### config.mk
export PLATFORM = sky130hd
export DESIGN_NAME = waveform_burst_sequencer_flat
export DESIGN_NICKNAME = d
export VERILOG_FILES = /design/src/rtl/waveform_burst_sequencer_if.sv /design/src/rtl/waveform_burst_sequencer.sv /design/src/flat_wrapper.sv
export SDC_FILE = /design/constraint.sdc
export NUM_CORES = 1
export LEC_CHECK = 0
export ABC_CLOCK_PERIOD_IN_PS = 2300
export CAP_MARGIN = 10
export CORE_UTILIZATION = 31
export CTS_BUF_LIST = sky130_fd_sc_hd__clkbuf_16
export DETAILED_ROUTE_END_ITERATION = 10
export GPL_ROUTABILITY_DRIVEN = 0
export MAX_ROUTING_LAYER = met4
export PLACE_DENSITY_LB_ADDON = 0.05
export SYNTH_ARGS = -nofsm -noshare
export SYNTH_HDL_FRONTEND = slang
export SYNTH_SLANG_ARGS = --single-unit
### constraint.sdc
create_clock -name clk -period 2.3 [get_ports clk]
set_clock_uncertainty 0.05 [all_clocks]
set_input_delay 0.345 -clock clk [delete_from_list [all_inputs] [get_ports clk]]
set_output_delay 0.345 -clock clk [all_outputs]
set_load 0.05 [all_outputs]
### src/rtl/waveform_burst_sequencer_if.sv
// Purpose : host/generator-facing signal bundle for waveform_burst_sequencer.
// Latency : n/a (wires only).
// Backpressure: none; the generator's gen_active is the only flow signal.
// Ports (master = host + generator side, slave = sequencer side):
//   start, abort, burst_count, gap_cycles, duration : host -> sequencer
//   gen_active                                      : generator -> sequencer
//   trigger_pulse, duration_out                     : sequencer -> generator
//   busy, bursts_done, done, aborted, err           : sequencer -> host
interface waveform_burst_sequencer_if #(
  parameter int C = 8,
  parameter int G = 16,
  parameter int D = 8
);
  logic         start;
  logic         abort;
  logic [C-1:0] burst_count;
  logic [G-1:0] gap_cycles;
  logic [D-1:0] duration;
  logic         gen_active;

  logic         trigger_pulse;
  logic [D-1:0] duration_out;
  logic         busy;
  logic [C-1:0] bursts_done;
  logic         done;
  logic         aborted;
  logic         err;

  modport master (
    output start, abort, burst_count, gap_cycles, duration, gen_active,
    input  trigger_pulse, duration_out, busy, bursts_done, done, aborted, err
  );

  modport slave (
    input  start, abort, burst_count, gap_cycles, duration, gen_active,
    output trigger_pulse, duration_out, busy, bursts_done, done, aborted, err
  );
endinterface

### src/rtl/waveform_burst_sequencer.sv
// Purpose : drives one waveform generator through a programmed train of bursts
//           (trigger, wait for active window, programmable gap, repeat).
// Latency : start sampled in cycle N -> trigger_pulse in N+1; done/aborted are
//           registered one-cycle pulses after the deciding cycle.
// Backpressure: start is ignored while busy; the generator paces the train via
//           gen_active, with an ack timeout guarding a dead generator.
// Ports: clk, rst (sync, active-high) plus the bus interface (slave modport):
//   start/abort/burst_count/gap_cycles/duration/gen_active in,
//   trigger_pulse/duration_out/busy/bursts_done/done/aborted/err out.
module waveform_burst_sequencer #(
  parameter int C           = 8,
  parameter int G           = 16,
  parameter int D           = 8,
  parameter int ACK_TIMEOUT = 4
) (
  input  logic                         clk,
  input  logic                         rst,
  waveform_burst_sequencer_if.slave    bus
);

  localparam int AW = $clog2(ACK_TIMEOUT + 1);

  typedef enum logic [2:0] {
    IDLE,
    TRIG,
    WAIT_ACT,
    WAIT_DONE,
    GAP
  } state_t;

  state_t state;
  state_t state_nxt;

  // Configuration latched on an accepted start; host inputs are ignored while busy.
  logic [C-1:0]  count_lat;
  logic [G-1:0]  gap_lat;
  logic [D-1:0]  dur_q;

  logic [G-1:0]  gap_cnt;
  logic [AW-1:0] ack_cnt;
  logic [C-1:0]  bursts_q;
  logic [C-1:0]  bursts_inc;
  logic          done_q;
  logic          aborted_q;
  logic          err_q;

  // Datapath strobes produced by the next-state logic.
  logic cfg_load;
  logic stats_clr;
  logic err_set;
  logic bursts_upd;
  logic gap_load;
  logic ack_clr;
  logic ack_inc;
  logic done_set;
  logic aborted_set;

  assign bursts_inc = bursts_q + C'(1);

  // State register
  always_ff @(posedge clk) begin
    if (rst) begin
      state <= IDLE;
    end else begin
      state <= state_nxt;
    end
  end

  // Next-state and strobe decode
  always_comb begin
    state_nxt   = state;
    cfg_load    = 1'b0;
    stats_clr   = 1'b0;
    err_set     = 1'b0;
    bursts_upd  = 1'b0;
    gap_load    = 1'b0;
    ack_clr     = 1'b0;
    ack_inc     = 1'b0;
    done_set    = 1'b0;
    aborted_set = 1'b0;

    case (state)
      IDLE: begin
        // abort is meaningless here, so start wins even if both arrive together.
        if (bus.start) begin
          stats_clr = 1'b1;
          if (bus.burst_count != '0) begin
            cfg_load  = 1'b1;
            state_nxt = TRIG;
          end else begin
            // Empty train: report completion without touching the generator.
            done_set = 1'b1;
          end
        end
      end

      TRIG: begin
        ack_clr   = 1'b1;
        state_nxt = WAIT_ACT;
      end

      WAIT_ACT: begin
        if (bus.gen_active) begin
          state_nxt = WAIT_DONE;
        end else if (ack_cnt == AW'(ACK_TIMEOUT - 1)) begin
          // Last allowed cycle without an ack: give up, keep bursts_done as is.
          err_set   = 1'b1;
          state_nxt = IDLE;
        end else begin
          ack_inc = 1'b1;
        end
      end

      WAIT_DONE: begin
        if (!bus.gen_active) begin
          bursts_upd = 1'b1;
          if (bursts_inc == count_lat) begin
            done_set  = 1'b1;
            state_nxt = IDLE;
          end else if (gap_lat == '0) begin
            state_nxt = TRIG;
          end else begin
            gap_load  = 1'b1;
            state_nxt = GAP;
          end
        end
      end

      GAP: begin
        // gap_cnt is loaded with the gap length, so leaving at 1 gives exactly
        // gap_lat cycles in this state.
        if (gap_cnt == G'(1)) begin
          state_nxt = TRIG;
        end
      end

      default: begin
        state_nxt = IDLE;
      end
    endcase

    // abort pre-empts every transition and side effect outside IDLE.
    if ((state != IDLE) && bus.abort) begin
      state_nxt   = IDLE;
      err_set     = 1'b0;
      bursts_upd  = 1'b0;
      done_set    = 1'b0;
      gap_load    = 1'b0;
      ack_clr     = 1'b0;
      ack_inc     = 1'b0;
      aborted_set = 1'b1;
    end
  end

  // Datapath registers
  always_ff @(posedge clk) begin
    if (rst) begin
      count_lat <= '0;
      gap_lat   <= '0;
      dur_q     <= '0;
      gap_cnt   <= '0;
      ack_cnt   <= '0;
      bursts_q  <= '0;
      done_q    <= 1'b0;
      aborted_q <= 1'b0;
      err_q     <= 1'b0;
    end else begin
      done_q    <= done_set;
      aborted_q <= aborted_set;

      if (cfg_load) begin
        count_lat <= bus.burst_count;
        gap_lat   <= bus.gap_cycles;
        dur_q     <= bus.duration;
      end

      if (stats_clr) begin
        bursts_q <= '0;
        err_q    <= 1'b0;
      end else begin
        if (err_set) begin
          err_q <= 1'b1;
        end
        if (bursts_upd) begin
          bursts_q <= bursts_inc;
        end
      end

      if (ack_clr) begin
        ack_cnt <= '0;
      end else if (ack_inc) begin
        ack_cnt <= ack_cnt + AW'(1);
      end

      if (gap_load) begin
        gap_cnt <= gap_lat;
      end else if ((state == GAP) && (gap_cnt != '0)) begin
        gap_cnt <= gap_cnt - G'(1);
      end
    end
  end

  // Outputs
  assign bus.trigger_pulse = (state == TRIG) && !bus.abort;
  assign bus.duration_out  = dur_q;
  assign bus.busy          = (state != IDLE);
  assign bus.bursts_done   = bursts_q;
  assign bus.done          = done_q;
  assign bus.aborted       = aborted_q;
  assign bus.err           = err_q;

endmodule

### src/flat_wrapper.sv
// flat-port wrapper written by rule: the top's interface ports become plain ports
module waveform_burst_sequencer_flat 
#(
  parameter int C           = 8,
  parameter int G           = 16,
  parameter int D           = 8,
  parameter int ACK_TIMEOUT = 4
)
  (clk, rst, bus_start, bus_abort, bus_burst_count, bus_gap_cycles, bus_duration, bus_gen_active, bus_trigger_pulse, bus_duration_out, bus_busy, bus_bursts_done, bus_done, bus_aborted, bus_err);
  waveform_burst_sequencer_if #(.C(C), .G(G), .D(D)) bus_i ();
  input  logic clk;
  input  logic rst;
  input wire logic [$bits(bus_i.start)-1:0] bus_start;
  input wire logic [$bits(bus_i.abort)-1:0] bus_abort;
  input wire logic [$bits(bus_i.burst_count)-1:0] bus_burst_count;
  input wire logic [$bits(bus_i.gap_cycles)-1:0] bus_gap_cycles;
  input wire logic [$bits(bus_i.duration)-1:0] bus_duration;
  input wire logic [$bits(bus_i.gen_active)-1:0] bus_gen_active;
  output wire logic [$bits(bus_i.trigger_pulse)-1:0] bus_trigger_pulse;
  output wire logic [$bits(bus_i.duration_out)-1:0] bus_duration_out;
  output wire logic [$bits(bus_i.busy)-1:0] bus_busy;
  output wire logic [$bits(bus_i.bursts_done)-1:0] bus_bursts_done;
  output wire logic [$bits(bus_i.done)-1:0] bus_done;
  output wire logic [$bits(bus_i.aborted)-1:0] bus_aborted;
  output wire logic [$bits(bus_i.err)-1:0] bus_err;
  assign bus_i.start = bus_start;
  assign bus_i.abort = bus_abort;
  assign bus_i.burst_count = bus_burst_count;
  assign bus_i.gap_cycles = bus_gap_cycles;
  assign bus_i.duration = bus_duration;
  assign bus_i.gen_active = bus_gen_active;
  assign bus_trigger_pulse = bus_i.trigger_pulse;
  assign bus_duration_out = bus_i.duration_out;
  assign bus_busy = bus_i.busy;
  assign bus_bursts_done = bus_i.bursts_done;
  assign bus_done = bus_i.done;
  assign bus_aborted = bus_i.aborted;
  assign bus_err = bus_i.err;
  waveform_burst_sequencer #(.C(C), .G(G), .D(D), .ACK_TIMEOUT(ACK_TIMEOUT)) u_core (.clk(clk), .rst(rst), .bus(bus_i));
endmodule
==> flow_metrics.tcl, run 1 <==
set metrics [dict create \
    status "finished, final reports clean" \
    cp_top_family "buffers and inverters" \
    cts_inserted_buffers 9 \
    power_mw 3.21 \
    tns_ps 0 \
    start_kind "register" \
    cts_root_buf "clkbuf_16" \
    viasPerCell 4.74 \
    syn_to_final_growth_pct 35.9 \
    grt_antenna_before_repair 0 \
    ios 58 \
    cap_violations 0 \
    dr.first_iter.drc_count 91 \
    portBuffers 57 \
    drv_slew 0 \
    h-tree-depth 3 \
    cp.arrival_ps 1840 \
    rsz0062_at_grt "false" \
    worstSetupPathType "register to output pin" \
    layout_common_cells "84 x nand2_1, 63 x dfxtp_1, 55 x clkdlybuf4s50_1" \
    peakVddDrop_mv 0.361 \
    core_area_um2 9860 \
    cts_buffer_depth 2 \
    pwr_density_cell_nw_per_um2 744 \
    hp-class "register to register" \
    die_x_um 103 \
    min_period_ps 2240 \
    start_util 0.322 \
    max_stage_delay_ps 730 \
    tightestPinTransition_ps 517 \
    ys_types 52 \
    globalRouteMet3Util 0.0309 \
    syn_area_um2 3180 \
    insertion_delay_ps 330 \
    drc_errors 0 \
    antenna-diode-count 0 \
    drt_wl_total_um 7940 \
    use_met2 0.224 \
    grtUsageMet1 0.238 \
    path_clk_slew_ps 60 \
    endpoint_kind "output pin" \
    vias 2814 \
    synth_nets 430 \
    post_cts.repair.setup_buffers 0 \
    grt_max_degree 33 \
    drtPass1Iterations 4 \
    cts_resized 0 \
    layout_commonest_cell "nand2_1" \
    syn_area_per_cell_um2 8.19 \
    drive_gt1_frac 0.119 \
    grt-ovfl-total 0 \
    synth-main-ff-cell "dfxtp_1" \
    hold_viol 0 \
    dp_slack_ps 118 \
    crit_required_ps 1900 \
    busiest_layer "met1" \
    critPathBufInv 2 \
    routedWlPerCell_um 13.4 \
    numClockSinks 65 \
    ant_nets 0 \
    yosysSeqAreaShare 0.409 \
    critPathSlowestCell "clkdlybuf4s50_1" \
    synth_edf_count 0 \
    worstPathMaxFanout 3 \
    hpwl_um 5700 \
    maxSlewHeadroom 0.654 \
    fmax_ghz 0.447 \
    power.leakage_nw 1.59 \
    post-route-period-util 0.973 \
    synthCells 388 \
    ys_ff_latch 65 \
    worst_slack_ps 62.3 \
    grt_pass1_wl_um 13100 \
    report.final.setup_viol 0 \
    nets 498 \
    synth_warnings 0 \
    synth-async-reset-ratio 0 \
    rows 36 \
    track_usage 0.166 \
    grt_pass1_vias 2721 \
    cp_cell_sequence "nor3_1 -> inv_1 -> clkdlybuf4s50_1" \
    die_area_um2 10700 \
    cts-hold-fix-buffers 0 \
    die_y_um 103 \
    tritoncts "done" \
]
## path summary, 6_finish.rpt
check,startpoint,to,slack (ps),cells after the start
worst min register to register,u_core.bus.duration_out[1],u_core.bus.duration_out[1],410,2
worst max-delay path,u_core.state[0],bus_busy,60,3
worst max register to register,u_core.bus.bursts_done[1],u_core.gap_cnt[1],120,8
worst min-delay path,u_core.bus.duration_out[1],u_core.bus.duration_out[1],410,2
## stage by stage
stage	hold slack, ps	utilization	std cells	cell area [µm²]
global placement	394	0.405	578	4000
detailed placement	399	0.405	578	4000
CTS	405	0.438	594	4320
global route	430	0.438	594	4320
floorplan	395	-	388	3190
finish	410	0.438	594	4320
## flip-flops by register name, indices dropped and copies added (netlist names)
| register | cells |
|---|---|
| u_core.bus.duration_out | 8 |
| u_core.gap_lat | 16 |
| u_core.gap_cnt | 16 |
| u_core.ack_cnt | 3 |
| u_core.state | 3 |
| u_core.bus.err | 1 |
| u_core.bus.aborted | 1 |
| u_core.count_lat | 8 |
| u_core.bus.done | 1 |
| u_core.bus.bursts_done | 8 |
## cell type report
class                   instances  area (µm²)
repair buffers                 75         736
flip-flops and latches         65        1300
inverters                      14        52.6
multi-input cells             291        1740
clock inverters                 7        93.8
fillers                       989        5550
clock buffers                   9         225
well taps                     133         166
## Yosys cell counts, types with 2 or more instances
library cell   n  share of area
inv_1         14          0.017
nor2b_1        2         0.0039
nand2b_1       2         0.0039
a21oi_1       47          0.074
nor4_1        13          0.026
nand4_1        2         0.0039
mux2i_1        8          0.025
o21a_1         3         0.0071
nor3_1         9          0.014
a211o_1        4          0.011
buf_2          2         0.0031
nand3_1        8          0.013
a221oi_2       2         0.0094
nand2_1       84          0.099
nand3b_1       3         0.0071
clkbuf_1      11          0.013
o21ai_0        7          0.011
xnor2_1       16          0.044
dfxtp_1       65           0.41
or3_2          2         0.0047
xor2_1        10          0.028
nor2_1        30          0.035
a211oi_1       3         0.0071
or3_1          2         0.0039
ha_1           5          0.020
buf_6          3          0.011
and3_1         2         0.0039
nor4_4         2          0.013
a31oi_1        4         0.0079
## routing by layer
metal  wire length (µm)  up-vias
li1                   -     1474
met1               4230     1279
met2               3310       53
met3                315        8
met4                 91        0
met5                  0        -
## worst register-to-register path, cell delays in order, from the launching register on
cell and delay, ps:
dfxtp_2 360, ha_1 220, nand3_1 160, xnor2_1 200, nor4_4 390, a31oi_4 140, buf_12 190, a211o_1 270
a21oi_1 130
## power by group
group / internal (mW) / switching (mW) / total [mW] / leakage [nW]
logic: 0.212 / 0.303 / 0.514 / 0.902
registers: 1.19 / 0.0465 / 1.24 / 0.530
clock network: 0.948 / 0.516 / 1.46 / 0.153
## cell families (layout without fill, tap and decap cells)
kind of cell,Yosys count,in the layout,synth area share
muxes,8,8,0.0252
and+or+nand+nor,173,173,0.265
DFF,65,65,0.409
adders and majority gates,5,5,0.0197
xor gates and xnor gates,26,26,0.0717
buffers and inverters,32,105,0.0461
AOI/OAI and AO/OA,79,79,0.163
Power figures use the tool's default switching activity.
==> run 2, diff against run 1 <==
Settings changed: ABC_CLOCK_PERIOD_IN_PS 2300 to 2900.
Clock period 2.3 ns to 2.9 ns, I/O delays scaled along.
==> flow_metrics.tcl, run 2 (synthesized netlist as in run 1, its figures left out) <==
set metrics [dict create \
    tritoncts "done" \
    die_area_um2 10700 \
    cts_buffer_depth 2 \
    min_period_ps 2440 \
    max_stage_delay_ps 810 \
    cts-hold-fix-buffers 0 \
    layout_common_cells "84 x nand2_1, 65 x dfxtp_1, 55 x clkdlybuf4s50_1" \
    insertion_delay_ps 330 \
    cp.arrival_ps 1950 \
    tightestPinTransition_ps 624 \
    core_area_um2 9860 \
    hold_viol 0 \
    multi_input_comb_area_um2 1730 \
    grt_pass1_wl_um 13000 \
    worst_slack_ps 464 \
    cp_cell_sequence "nor3_1 -> inv_1 -> clkdlybuf4s50_1" \
    routedWlPerCell_um 13.4 \
    hpwl_um 5490 \
    pwr_density_cell_nw_per_um2 584 \
    nets 486 \
    reg_top3 "u_core.gap_cnt: 16 flops, u_core.gap_lat: 16 flops" \
    track_usage 0.166 \
    worstSetupPathType "register to output pin" \
    power_mw 2.44 \
    maxSlewHeadroom 0.584 \
    power.leakage_nw 1.50 \
    cap_violations 0 \
    drtPass1Iterations 4 \
    syn_to_final_growth_pct 31.6 \
    fmax_ghz 0.410 \
    tns_ps 0 \
    report.final.setup_viol 0 \
    drv_slew 0 \
    hp-class "register to register" \
    ant_nets 0 \
    drive_gt1_frac 0.0891 \
    endpoint_kind "output pin" \
    cts_inserted_buffers 9 \
    path_clk_slew_ps 60 \
    numClockSinks 65 \
    critPathSlowestCell "clkdlybuf4s50_1" \
    grt_antenna_before_repair 0 \
    crit_required_ps 2410 \
    layout_commonest_cell "nand2_1" \
    viasPerCell 4.75 \
    ios 58 \
    num-fill-cells 1028 \
    die_y_um 103 \
    grt_max_degree 33 \
    register_area_um2 1300 \
    start_kind "register" \
    drt_wl_total_um 7790 \
    grt_pass1_vias 2665 \
    post_cts.repair.setup_buffers 0 \
    rows 36 \
    grt-ovfl-total 0 \
    die_x_um 103 \
    start_util 0.322 \
    portBuffers 57 \
    peakVddDrop_mv 0.244 \
    dr.first_iter.drc_count 105 \
    rsz0062_at_grt "false" \
    cts_root_buf "clkbuf_16" \
    h-tree-depth 3 \
    worstPathMaxFanout 11 \
    antenna-diode-count 0 \
    post-route-period-util 0.840 \
    vias 2764 \
    dp_slack_ps 542 \
    cts_resized 0 \
    drc_errors 0 \
    status "finished, final reports clean" \
]
## run 2: changes by cell type in the layout (fill, tap and decap cells not counted), moves of 2 or more
cell / previous run / this run
buf_4: 16 / 5
clkinvlp_4: 1 / 3
dfxtp_1: 63 / 65
dfxtp_2: 2 / 0
## run 2: worst paths after layout
| check | from | to | slack, ps | depth (start not counted) |
|---|---|---|---|---|
| hold reg to reg | u_core.bus.duration_out[1] | u_core.bus.duration_out[1] | 410 | 2 |
| setup / recovery | u_core.state[1] | bus_busy | 460 | 3 |
| hold / removal | u_core.bus.duration_out[1] | u_core.bus.duration_out[1] | 410 | 2 |
| setup reg to reg | u_core.bus.bursts_done[0] | u_core.gap_cnt[14] | 610 | 8 |
## run 2: area by class of cell
cell class	instances	share of cell area
clock buffers	9	0.0538
clock inverters	7	0.0168
inverters	14	0.0126
multi-input cells	291	0.415
flip-flops and latches	65	0.311
well taps	133	0.0398
repair buffers	63	0.151
## run 2: power by group
part           internal [mW]  total, mW  switching (mW)
Clock                  0.663       1.07           0.408
Sequential             0.943      0.989          0.0456
Combinational          0.155      0.381           0.227
## run 2: layer usage
metal,share of wire,vias to the layer above,global-route usage
met5,0,-,-
met4,0.019,0,0.0726
met3,0.038,13,0.0356
met2,0.40,55,0.224
met1,0.54,1245,0.236
li1,-,1451,-
## run 2: metrics by stage
| step | hold slack (ps) | instances | cell area, µm² | utilization |
|---|---|---|---|---|
| after floorplan | 395 | 388 | 3180 | - |
| after global placement | 393 | 566 | 3890 | 0.394 |
| after detailed placement | 402 | 566 | 3890 | 0.394 |
| after CTS | 414 | 582 | 4180 | 0.424 |
| after global routing | 425 | 582 | 4180 | 0.424 |
| final | 410 | 582 | 4180 | 0.424 |
## run 2: critical path, delay by kind of cell (launching register included)
kind,cells,cell delay [ps]
AND/OR/NAND/NOR,1,140
flip-flops,1,540
buffers and inverters,2,940
==> run 3, diff against run 2 <==
Settings changed: ABC_CLOCK_PERIOD_IN_PS 2900 to 2100.
Clock period 2.9 ns to 2.1 ns, I/O delays scaled along.
==> flow_metrics.tcl, run 3 (synthesized netlist as in run 1, its figures left out) <==
set metrics [dict create \
    cp_cell_sequence "or3b_1 -> a211oi_1 -> a211o_1 -> a31oi_4 -> buf_12 -> a211o_1 -> a21oi_1" \
    cts-hold-fix-buffers 0 \
    worstSetupPathType "register to register" \
    grt_pass1_wl_um 13600 \
    r2r_setup_slack_ps 70 \
    antenna-diode-count 0 \
    report.final.setup_viol 0 \
    peakVddDrop_mv 0.330 \
    min_period_ps 2030 \
    die_area_um2 10700 \
    drc_errors 0 \
    rsz0062_at_grt "true" \
    drive_gt1_frac 0.151 \
    grt-ovfl-total 0 \
    drtPass1Iterations 4 \
    start_util 0.322 \
    max_stage_delay_ps 400 \
    routedWlPerCell_um 13.4 \
    power.leakage_nw 1.65 \
    cp_top_family "compound AO/OA/AOI/OAI gates" \
    maxSlewHeadroom 0.651 \
    cts_buffer_depth 2 \
    viasPerCell 4.75 \
    grt_pass1_vias 2792 \
    vias 2841 \
    dr.first_iter.drc_count 121 \
    cap_violations 0 \
    fin_util 0.450 \
    nets 502 \
    layout_common_cells "84 x nand2_1, 59 x dfxtp_1, 54 x clkdlybuf4s50_1" \
    hpwl_um 5720 \
    endpoint_kind "register" \
    rows 36 \
    portBuffers 57 \
    tritoncts "done" \
    path_clk_slew_ps 60 \
    drt_wl_total_um 8000 \
    reg2reg_depth 7 \
    critPathSlowestCell "dfxtp_2" \
    ant_nets 0 \
    insertion_delay_ps 330 \
    critPathMostFrequentCell "a211o_1" \
    core_area_um2 9860 \
    post-route-period-util 0.968 \
    cts_inserted_buffers 9 \
    grt_max_degree 41 \
    drv_slew 0 \
    reg_top3 "u_core.gap_cnt: 16 flops, u_core.gap_lat: 16 flops" \
    h-tree-depth 3 \
    hold_viol 0 \
    ios 58 \
    start_kind "register" \
    hold_depth 2 \
    tightestPinTransition_ps 523 \
    critPathBufInv 1 \
    crit_required_ps 2310 \
    die_x_um 103 \
    die_y_um 103 \
    cp.depth 7 \
    syn_to_final_growth_pct 39.6 \
    grt_antenna_before_repair 0 \
    hp-class "input port to register" \
    cts_root_buf "clkbuf_16" \
    worstPathMaxFanout 25 \
    cp.arrival_ps 2240 \
    pwr_density_cell_nw_per_um2 825 \
    status "finished, final reports clean" \
    layout_commonest_cell "nand2_1" \
    track_usage 0.173 \
    numClockSinks 65 \
    fmax_ghz 0.492 \
    power_mw 3.66 \
]
==> run 3: cell count changes in the layout (fill, tap and decap cells not counted), sizes merged <==
cell,change
buf,+17
clkinv,+1
clkdlybuf4s50,-1
bufinv,+2
clkinvlp,-3
==> run 3: report_power, final <==
part,switching (mW),leakage (nW),internal [mW]
logic,0.329,0.945,0.248
registers,0.0571,0.533,1.30
clock network,0.567,0.168,1.16
total,0.953,1.65,2.71
==> run 3: routing by layer <==
layer,track usage,routed length (µm),vias up
met5,-,0,-
met4,0.0650,95,0
met3,0.0457,437,9
met2,0.237,3370,61
met1,0.240,4100,1289
li1,-,-,1482
==> run 3: worst paths after layout <==
kind                              startpoint                          to
setup / recovery   u_core.bus.bursts_done[5]          u_core.gap_cnt[14]
hold / removal                           rst          u_core.gap_cnt[12]
setup reg to reg   u_core.bus.bursts_done[5]          u_core.gap_cnt[14]
hold reg to reg   u_core.bus.duration_out[5]  u_core.bus.duration_out[5]
==> run 3: area by class of cell <==
type	count	area [µm²]
well taps	133	166
clock inverters	7	118
multi-input cells	291	1780
repair buffers	79	776
inverters	14	52.6
flip-flops and latches	65	1310
clock buffers	9	225
fillers	1004	5430
==> run 3: timing repair <==
action | in CTS | in global routing
gates resized for setup | 0 | 7
buffers inserted | 0 | 0
setup endpoints to repair | 2 | 13
endpoints found under the hold margin | 0 | 0
pin swaps | 1 | 0
==> run 3: stage by stage <==
| stage | worst slack, ps | cells | cell area (µm²) | hold WS (ps) | setup TNS [ps] |
|---|---|---|---|---|---|
| 3_5_place_dp | -169 | 582 | 4050 | 399 | -5410 |
| 6_report | 66.7 | 598 | 4440 | 296 | 0 |
| 3_3_place_gp | -179 | 582 | 4050 | 392 | -5520 |
| 4_1_cts | 32.5 | 598 | 4390 | 283 | 0 |
| 5_1_grt | -22.0 | 598 | 4440 | 306 | -22.0 |
| 2_1_floorplan | 7.78 | 388 | 3200 | 395 | 0 |
